File: config.mk
export PLATFORM = sky130hd
export DESIGN_NAME = fb_write_ctrl
export DESIGN_NICKNAME = d
export VERILOG_FILES = /design/src/rtl/hub75_pkg.sv /design/src/rtl/pixel_addr_counter.sv /design/src/rtl/fb_write_ctrl.sv
export SDC_FILE = /design/constraint.sdc
export NUM_CORES = 1
export LEC_CHECK = 0
export ABC_CLOCK_PERIOD_IN_PS = 2520
export CELL_PAD_IN_SITES_DETAIL_PLACEMENT = 0
export CELL_PAD_IN_SITES_GLOBAL_PLACEMENT = 1
export CORE_MARGIN = 3
export CORE_UTILIZATION = 29
export CTS_CLUSTER_SIZE = 14
export DETAILED_ROUTE_END_ITERATION = 10
export PLACE_DENSITY = 0.84
export SLEW_MARGIN = 20
export SYNTH_ARGS = -nofsm -noshare
export SYNTH_HDL_FRONTEND = slang
export SYNTH_SLANG_ARGS = --single-unit
File: constraint.sdc
create_clock -name clk -period 2.52 [get_ports clk]
set_clock_uncertainty 0.15 [all_clocks]
set_input_delay 0.63 -clock clk [delete_from_list [all_inputs] [get_ports clk]]
set_output_delay 0.63 -clock clk [all_outputs]
set_load 0.02 [all_outputs]
File: src/rtl/hub75_pkg.sv
// rtl/hub75_pkg.sv - shared frame-buffer state encoding and address layout helpers
package hub75_pkg;

    // Write-side sequencer states.
    typedef enum logic [1:0] {
        ST_IDLE      = 2'd0,
        ST_FILL      = 2'd1,
        ST_WAIT_SWAP = 2'd2
    } fb_state_e;

    // Frame buffer address is {back_buf, y, x}; x occupies the low bits.
    function automatic int unsigned addr_x_lsb();
        return 0;
    endfunction

    function automatic int unsigned addr_y_lsb(input int unsigned x_bits);
        return x_bits;
    endfunction

    function automatic int unsigned addr_buf_bit(input int unsigned x_bits,
                                                 input int unsigned y_bits);
        return x_bits + y_bits;
    endfunction

endpackage

File: src/rtl/pixel_addr_counter.sv
// rtl/pixel_addr_counter.sv - x/y raster counter with clear, increment and last-pixel flag
module pixel_addr_counter #(
    parameter int WIDTH  = 64,
    parameter int HEIGHT = 32,
    parameter int X_BITS = $clog2(WIDTH),
    parameter int Y_BITS = $clog2(HEIGHT)
) (
    input  logic              clk,
    input  logic              reset,
    input  logic              clr_i,
    input  logic              inc_i,
    output logic [X_BITS-1:0] x_o,
    output logic [Y_BITS-1:0] y_o,
    output logic              last_o
);

    localparam logic [X_BITS-1:0] X_MAX = X_BITS'(WIDTH - 1);
    localparam logic [Y_BITS-1:0] Y_MAX = Y_BITS'(HEIGHT - 1);

    logic [X_BITS-1:0] x_q, x_d, cur_x;
    logic [Y_BITS-1:0] y_q, y_d, cur_y;

    // Clear takes effect in the same cycle, so a clear+increment writes at
    // (0,0) and leaves the counter pointing at the following pixel.
    always_comb begin
        cur_x = clr_i ? '0 : x_q;
        cur_y = clr_i ? '0 : y_q;
        x_d   = cur_x;
        y_d   = cur_y;
        if (inc_i) begin
            if (cur_x == X_MAX) begin
                x_d = '0;
                y_d = (cur_y == Y_MAX) ? '0 : cur_y + Y_BITS'(1);
            end else begin
                x_d = cur_x + X_BITS'(1);
            end
        end
        x_o    = cur_x;
        y_o    = cur_y;
        last_o = (cur_x == X_MAX) && (cur_y == Y_MAX);
    end

    // Position register.
    always_ff @(posedge clk) begin
        if (!reset) begin
            x_q <= '0;
            y_q <= '0;
        end else begin
            x_q <= x_d;
            y_q <= y_d;
        end
    end

endmodule

File: src/rtl/fb_write_ctrl.sv
// rtl/fb_write_ctrl.sv - pixel stream to double-buffered frame buffer write sequencer
module fb_write_ctrl
    import hub75_pkg::*;
#(
    parameter int BITS_PER_PIXEL = 32,
    parameter int WIDTH          = 64,
    parameter int HEIGHT         = 32,
    parameter int X_BITS         = $clog2(WIDTH),
    parameter int Y_BITS         = $clog2(HEIGHT)
) (
    input  logic                       clk,
    input  logic                       reset,
    input  logic                       pixel_valid,
    input  logic [BITS_PER_PIXEL-1:0]  pixel_data,
    input  logic                       frame_sync,
    input  logic                       swap_ack,
    input  logic                       overrun_clr,
    output logic                       fb_we,
    output logic [Y_BITS+X_BITS:0]     fb_addr,
    output logic [BITS_PER_PIXEL-1:0]  fb_wdata,
    output logic                       front_buf,
    output logic                       swap_req,
    output logic                       busy,
    output logic                       overrun
);

    localparam int unsigned X_LSB   = addr_x_lsb();
    localparam int unsigned Y_LSB   = addr_y_lsb(X_BITS);
    localparam int unsigned BUF_BIT = addr_buf_bit(X_BITS, Y_BITS);

    fb_state_e                   state_q;
    logic                        front_buf_q;
    logic                        swap_req_q;
    logic                        overrun_q;
    logic                        sync_pending_q;
    logic                        fb_we_q;
    logic [Y_BITS+X_BITS:0]      fb_addr_q;
    logic [BITS_PER_PIXEL-1:0]   fb_wdata_q;

    logic                        pix_accept;
    logic                        cnt_clr;
    logic [X_BITS-1:0]           cnt_x;
    logic [Y_BITS-1:0]           cnt_y;
    logic                        cnt_last;
    logic [Y_BITS+X_BITS:0]      wr_addr;

    pixel_addr_counter #(
        .WIDTH  (WIDTH),
        .HEIGHT (HEIGHT),
        .X_BITS (X_BITS),
        .Y_BITS (Y_BITS)
    ) u_cnt (
        .clk    (clk),
        .reset  (reset),
        .clr_i  (cnt_clr),
        .inc_i  (pix_accept),
        .x_o    (cnt_x),
        .y_o    (cnt_y),
        .last_o (cnt_last)
    );

    // Decide whether this cycle's pixel is written and whether the raster restarts;
    // frame_sync wins over a coincident pixel, which then lands at (0,0).
    always_comb begin
        pix_accept = 1'b0;
        cnt_clr    = 1'b0;
        case (state_q)
            ST_IDLE: begin
                cnt_clr    = frame_sync;
                pix_accept = frame_sync & pixel_valid;
            end
            ST_FILL: begin
                cnt_clr    = frame_sync;
                pix_accept = pixel_valid;
            end
            ST_WAIT_SWAP: begin
                cnt_clr = swap_ack;
            end
            default: ;
        endcase
    end

    // Writes always target the buffer that is not on display.
    always_comb begin
        wr_addr                      = '0;
        wr_addr[BUF_BIT]             = ~front_buf_q;
        wr_addr[Y_LSB +: Y_BITS]     = cnt_y;
        wr_addr[X_LSB +: X_BITS]     = cnt_x;
    end

    // Sequencer FSM with registered write port and status outputs.
    always_ff @(posedge clk) begin
        if (!reset) begin
            state_q        <= ST_IDLE;
            front_buf_q    <= 1'b0;
            swap_req_q     <= 1'b0;
            overrun_q      <= 1'b0;
            sync_pending_q <= 1'b0;
            fb_we_q        <= 1'b0;
            fb_addr_q      <= '0;
            fb_wdata_q     <= '0;
        end else begin
            fb_we_q <= pix_accept;
            if (pix_accept) begin
                fb_addr_q  <= wr_addr;
                fb_wdata_q <= pixel_data;
            end

            // Clear first so a same-cycle overrun event below overrides it.
            if (overrun_clr) begin
                overrun_q <= 1'b0;
            end

            case (state_q)
                ST_IDLE: begin
                    if (frame_sync) begin
                        state_q <= ST_FILL;
                    end
                end
                ST_FILL: ;
                ST_WAIT_SWAP: begin
                    if (pixel_valid) begin
                        overrun_q <= 1'b1;
                    end
                    if (swap_ack) begin
                        front_buf_q    <= ~front_buf_q;
                        swap_req_q     <= 1'b0;
                        state_q        <= (sync_pending_q | frame_sync) ? ST_FILL : ST_IDLE;
                        sync_pending_q <= 1'b0;
                    end else if (frame_sync) begin
                        sync_pending_q <= 1'b1;
                    end
                end
                default: state_q <= ST_IDLE;
            endcase

            // The final pixel's write and the swap request appear together.
            if (pix_accept && cnt_last) begin
                state_q    <= ST_WAIT_SWAP;
                swap_req_q <= 1'b1;
            end
        end
    end

    assign fb_we     = fb_we_q;
    assign fb_addr   = fb_addr_q;
    assign fb_wdata  = fb_wdata_q;
    assign front_buf = front_buf_q;
    assign swap_req  = swap_req_q;
    assign overrun   = overrun_q;
    assign busy      = (state_q != ST_IDLE);

endmodule
* After elaboration in Yosys (flattened, before gate mapping)
Index checks and enable logic that the tools add are counted.
** Storage, ports and cells
- Flip-flop bits (word level) :: 62
- Input port bits :: 38
- Output and inout port bits :: 49
- Word-level logic and storage cells :: 63
** Operators by class
- Add/sub/neg operators :: 2
- Equality and inequality tests :: 9
- Multiplexer cells :: 22
- Bitwise gates (word level) :: 5
- Reduce and logical (&&, ||, !) cells :: 14
** Operator list (count)
- two-way mux 5 bit :: 4
- two-way mux 6 bit :: 3
- two-way mux 1 bit :: 9
- nonzero test 2 bit :: 4
- adder 6 x 1 -> 6 bit (second input constant) :: 1
- equality test 6 bit (second input constant) :: 1
- two-way mux 2 bit :: 3
- != test 2 bit (second input constant) :: 3
- != test 3 bit (second input constant) :: 2
- case mux 2 bit (3 select lines) :: 1
- AND reduction 2 bit :: 3
- AND reduction 3 bit :: 2
- adder 5 x 1 -> 5 bit (second input constant) :: 1
- equality test 5 bit (second input constant) :: 1
- case mux 1 bit (2 select lines) :: 2
- OR reduction 2 bit :: 2
- inverter 1 bit :: 3
- equality test 2 x 1 -> 1 bit (second input constant) :: 1
- equality test 2 bit (second input constant) :: 1
- logical AND 1 bit :: 2
- zero test 2 bit :: 1
- bitwise AND 1 bit :: 1
- bitwise OR 1 bit :: 1

* Depth between registers and ports, before layout
- Word-level depth :: 9
- Mapped depth :: 9
- Depth with buffers taken out :: 8

* Hierarchy
From an unflattened synthesis, not the netlist that was laid out.
** Unflattened totals
- Cells, all modules :: 304
- Area total of the unflattened synthesis :: 2732.6 sq um
** Modules (own cells, without submodules)
- fb_write_ctrl :: instances 1, cells an instance 233, area each 2098.3 sq um, sequential area each 1021.0 sq um
- pixel_addr_counter :: instances 1, cells an instance 71, area each 634.4 sq um, sequential area each 220.2 sq um

* Worst setup path after synthesis
Ideal clock, no wire load.
- Kind :: input to register
- From :: input port frame_sync
- To :: register u_cnt.y_q[2]
- Arrival time :: 2.487 ns
- Data required time :: 2.274 ns
- Path slack :: -0.213 ns
- Cell stages on the path :: 9
- Buffers on the path :: 1
- Cell sequence :: or2b_1 > buf_6 > and3_1 > ha_1 > and3_1 > ha_1 > or2_2 > a311o_1 > o41ai_2
** Between the ends
- Word-level cells in the longest chain between the ends :: 6
** Ends and longest elaborated chain
- start, declared :: line fb_write_ctrl.sv:15 : input logic frame_sync,
- case mux 1 bit (2 select lines) * :: line fb_write_ctrl.sv:67 : case (state_q)
- two-way mux 5 bit * :: line pixel_addr_counter.sv:27 : cur_y = clr_i ? '0 : y_q;
- named net cnt_y[0] :: line fb_write_ctrl.sv:43 : logic [Y_BITS-1:0] cnt_y;
- adder 5 x 1 -> 5 bit or equality test 5 bit (tied branches) :: line pixel_addr_counter.sv:33 : y_d = (cur_y == Y_MAX) ? '0 : cur_y + Y_BITS'(1);
- two-way mux 5 bit * :: line pixel_addr_counter.sv:33
- two-way mux 5 bit * :: line pixel_addr_counter.sv:31 : if (cur_x == X_MAX) begin
- two-way mux 5 bit * :: line pixel_addr_counter.sv:30 : if (inc_i) begin
- end signal, assigned :: line pixel_addr_counter.sv:50 : y_q <= y_d;
- end, declared :: line pixel_addr_counter.sv:21 : logic [Y_BITS-1:0] y_q, y_d, cur_y;
The timed path passes the listed nets; every way through them passes the cells marked *.
A chain may end at the register's enable or synchronous reset.

* Worst setup path in the final report
- From :: input port swap_ack
- To :: register u_cnt.y_q[2]
** Between the ends
- Word-level cells in the longest chain between the ends :: 6
** Ends and longest elaborated chain
- start, declared :: line fb_write_ctrl.sv:16 : input logic swap_ack,
- case mux 1 bit (2 select lines) * :: line fb_write_ctrl.sv:67
- two-way mux 5 bit :: line pixel_addr_counter.sv:27
- adder 5 x 1 -> 5 bit or equality test 5 bit (tied branches) :: line pixel_addr_counter.sv:33
- two-way mux 5 bit :: line pixel_addr_counter.sv:33
- two-way mux 5 bit :: line pixel_addr_counter.sv:31
- two-way mux 5 bit * :: line pixel_addr_counter.sv:30
Mark *: on every way between the ends. The rest lies on a longest branch, timed or not.

==> qor.yml <==
place:
  gp_congestion: 0.775
  port_buffers: 86
  post-place-ws_ps: -465
  dpl.cell_count: 495
  dp_hpwl_um: 4860
grt:
  grt_pass1_wl_um: 11500
  grt_usage_pct: 14.8
  grt-ovfl-total: 0
  grt_max_degree: 30
  antenna_found_initial: 0
  grt_pass1_vias: 2412
drt:
  num_vias: 2410
  ant_nets: 0
  wl_per_cell_um: 13.3
  vias_per_cell: 4.65
  wl_um: 6890
  drc: 0
  drt_iter0_markers: 86
  first_pass_iters: 4
setup_path:
  cp_top_family: "simple AND/OR/NAND/NOR gates"
  startpoint: "swap_ack"
  worstPathCellList: "dlygate4sd2_1, nand3b_1, buf_4, buf_6, and3_1, and3_4, ha_4, or2_4, a311o_1, o41ai_2"
  max_stage_delay_ps: 270
  worstPathMaxFanout: 5
  worstSetupPathType: "input port to register"
  worstSetupPathDepth: 10
  start_kind: "input port"
  path_buf_inv: 3
  cp.arrival_ps: 2440
  reg2reg_depth: 9
  slowest_stage: "a311o_1"
  required_ps: 2610
  regToRegSetupSlack_ps: 240
  timing.rr.start: "state_q[1]$_SDFFE_PN0P_"
  critPathCaptureType: "register"
clock_network:
  clock_sinks: 62
  cts_max_level: 3
  numCtsBuffers: 9
  cts_root_buf: "clkbuf_8"
  cts_tree: "built"
  clk_pin_slew_worst_paths_ps: 70
  clock_latency_ps: 330
  clockBufferDepth: 2
  postCtsHoldBufs: 0
floorplan:
  start_util_pct: 30.7
  fp.dieW_um: 97.9
  num_rows: 32
  design.portCount: 87
  die-area_um2: 9580
  coreArea_um2: 7970
  die_height_um: 97.9
timing:
  hold_violations: 0
  post-route-period-util_pct: 93.3
  drv_slew: 0
  rsz0062_at_grt: "false"
  period_minus_slack_ps: 2350
  setup_viol: 0
  fmax_mhz: 425
  relSlewSlack_pct: 62.3
  worstMarginPinSlew_ps: 564
  finalSetupTns_ps: 0
  fin_ws_ps: 170
  hold_slack_ps: 303
cells_and_area:
  regArea_um2: 1240
  drive_gt1_share_pct: 15.9
  n_antenna_cell: 0
  area_growth_pct: 59.0
  fin_cells: 518
  nFillCells: 774
  multi_input_area_um2: 1190
  fin_nets: 452
logic_synthesis:
  ys_ff_latch: 62
  syn_inst: 300
  seq_area_frac_synth_pct: 50.7
  yosysWarnings: 0
  syn_avg_cell_area_um2: 8.16
  syn_area_um2: 2450
  syn_nets: 341
  synthMuxAreaShare_pct: 0
  synth_top_family_by_area: "simple AND/OR/NAND/NOR gates"
  synth_adder_area_share_pct: 1.53
  yosys.area_share.xor_xnor_pct: 1.43
  synth_compound_area_share_pct: 15.0
  synthSimpleGateAreaFrac_pct: 27.0
  synth_cell_types: 38
worst_hold_path:
  hold_path.class: "register to register"
  min_from: "fb_addr[1]$_SDFFE_PN0P_"
  holdPathStages: 2
power:
  irDropWorstVdd_mv: 0.326
  pwr_density_cell_nw_per_um2: 551
  p_leak_nw: 1.45
  total_power_mw: 2.14
job:
  max_cap_violations: 0
outcome:
  outcome: "complete, no violations"
[flip-flops by register name, summed over array words and instances, names as in the netlist]
name	cells
swap_req	1
u_cnt.y_q	5
fb_wdata	32
front_buf	1
fb_addr	12
state_q	2
overrun	1
fb_we	1
u_cnt.x_q	6
sync_pending_q	1
[through the flow]
step                      area [µm²]  utilization [%]
after floorplan                 2500                -
after global placement          3620             45.4
after detailed placement        3620             45.4
after CTS                       3880             48.8
after global routing            3890             48.9
final                           3890             48.9
[worst paths after layout]
kind | end
max | u_cnt.y_q[2]$_SDFF_PN0_
min | fb_addr[1]$_SDFFE_PN0P_
max reg2reg | u_cnt.y_q[2]$_SDFF_PN0_
min reg2reg | fb_addr[1]$_SDFFE_PN0P_
[cells in the mapped netlist, drive strengths merged]
| library cell | number | area [µm²] |
|---|---|---|
| and4b | 1 | 10.0 |
| nand2b | 1 | 13.8 |
| nor2b | 2 | 12.5 |
| nand3 | 13 | 77.6 |
| dfxtp | 62 | 1240 |
| nand3b | 2 | 15.0 |
| nand2 | 89 | 334 |
| ha | 3 | 37.5 |
| a31oi | 1 | 6.26 |
| o21ai | 4 | 20.0 |
| clkbuf | 9 | 33.8 |
| or2 | 3 | 18.8 |
| nand4b | 1 | 8.76 |
| and3 | 10 | 62.6 |
| inv | 3 | 11.3 |
| nand4 | 1 | 6.26 |
| nor2 | 10 | 37.5 |
| o211a | 1 | 10.0 |
| o211ai | 1 | 7.51 |
| a21oi | 55 | 275 |
| or4 | 2 | 18.8 |
| a211oi | 1 | 7.51 |
| and4 | 1 | 8.76 |
| buf | 11 | 61.3 |
| and2 | 1 | 6.26 |
| nor3 | 2 | 15.0 |
| a311o | 1 | 10.0 |
| xnor2 | 2 | 17.5 |
| or2b | 2 | 15.0 |
| xor2 | 2 | 17.5 |
| o41ai | 1 | 16.3 |
| o31ai | 2 | 15.0 |
[final cells by class]
type | instances | share of cell area [%]
flip-flops and latches | 62 | 31.9
clock buffers | 12 | 3.47
multi-input cells | 215 | 30.5
clock inverters | 4 | 1.22
well taps | 102 | 3.28
repair buffers | 120 | 29.3
inverters | 3 | 0.289
[repair_timing]
action | in CTS | in global routing
setup buffers | 6 | 1
hold endpoints to repair | 0 | 0
pin swaps | 10 | 3
gates cloned | 0 | 0
resized for setup | 10 | 0
endpoints found under the setup margin | 6 | 2
[metal layers]
layer | part of all wire, % | GRT usage (%) | vias up
met5 | 0 | 0 | -
met2 | 47 | 24.1 | 78
li1 | - | - | 1229
met3 | 7.7 | 5.93 | 9
met1 | 45 | 17.9 | 1094
met4 | 1.1 | 4.79 | 0
[report_power, final]
group	total [mW]	switching (mW)	leakage, nW	internal [mW]
Combinational	0.295	0.144	0.851	0.151
Sequential	1.03	0.0175	0.505	1.01
Clock	0.818	0.363	0.0904	0.454
Total	2.14	0.525	1.45	1.62
[cell usage in the layout, fill, tap and decap left out, drive strengths merged, types with 3 or more instances in the layout]
cell           instances
clkinv                 3
nor2                  10
dfxtp                 62
ha                     3
buf                   34
and3                  10
or2                    3
a21oi                 55
nand3                 13
clkbuf                12
o21ai                  4
clkdlybuf4s50         84
nand2                 89
[worst min-delay path, cell delays in order, from the launching register on]
cell and delay, ps:
dfxtp_1 310, nand2_1 50, a21oi_1 50
[cell families after synthesis]
kind of cell | after synthesis
flip-flops | 62
AO/OA/AOI/OAI | 67
AND/OR/NAND/NOR | 141
XOR/XNOR | 4
adder cells (fa/ha/maj) | 3
buffers and inverters | 23
Note: power is estimated with default switching activity, not from simulation.
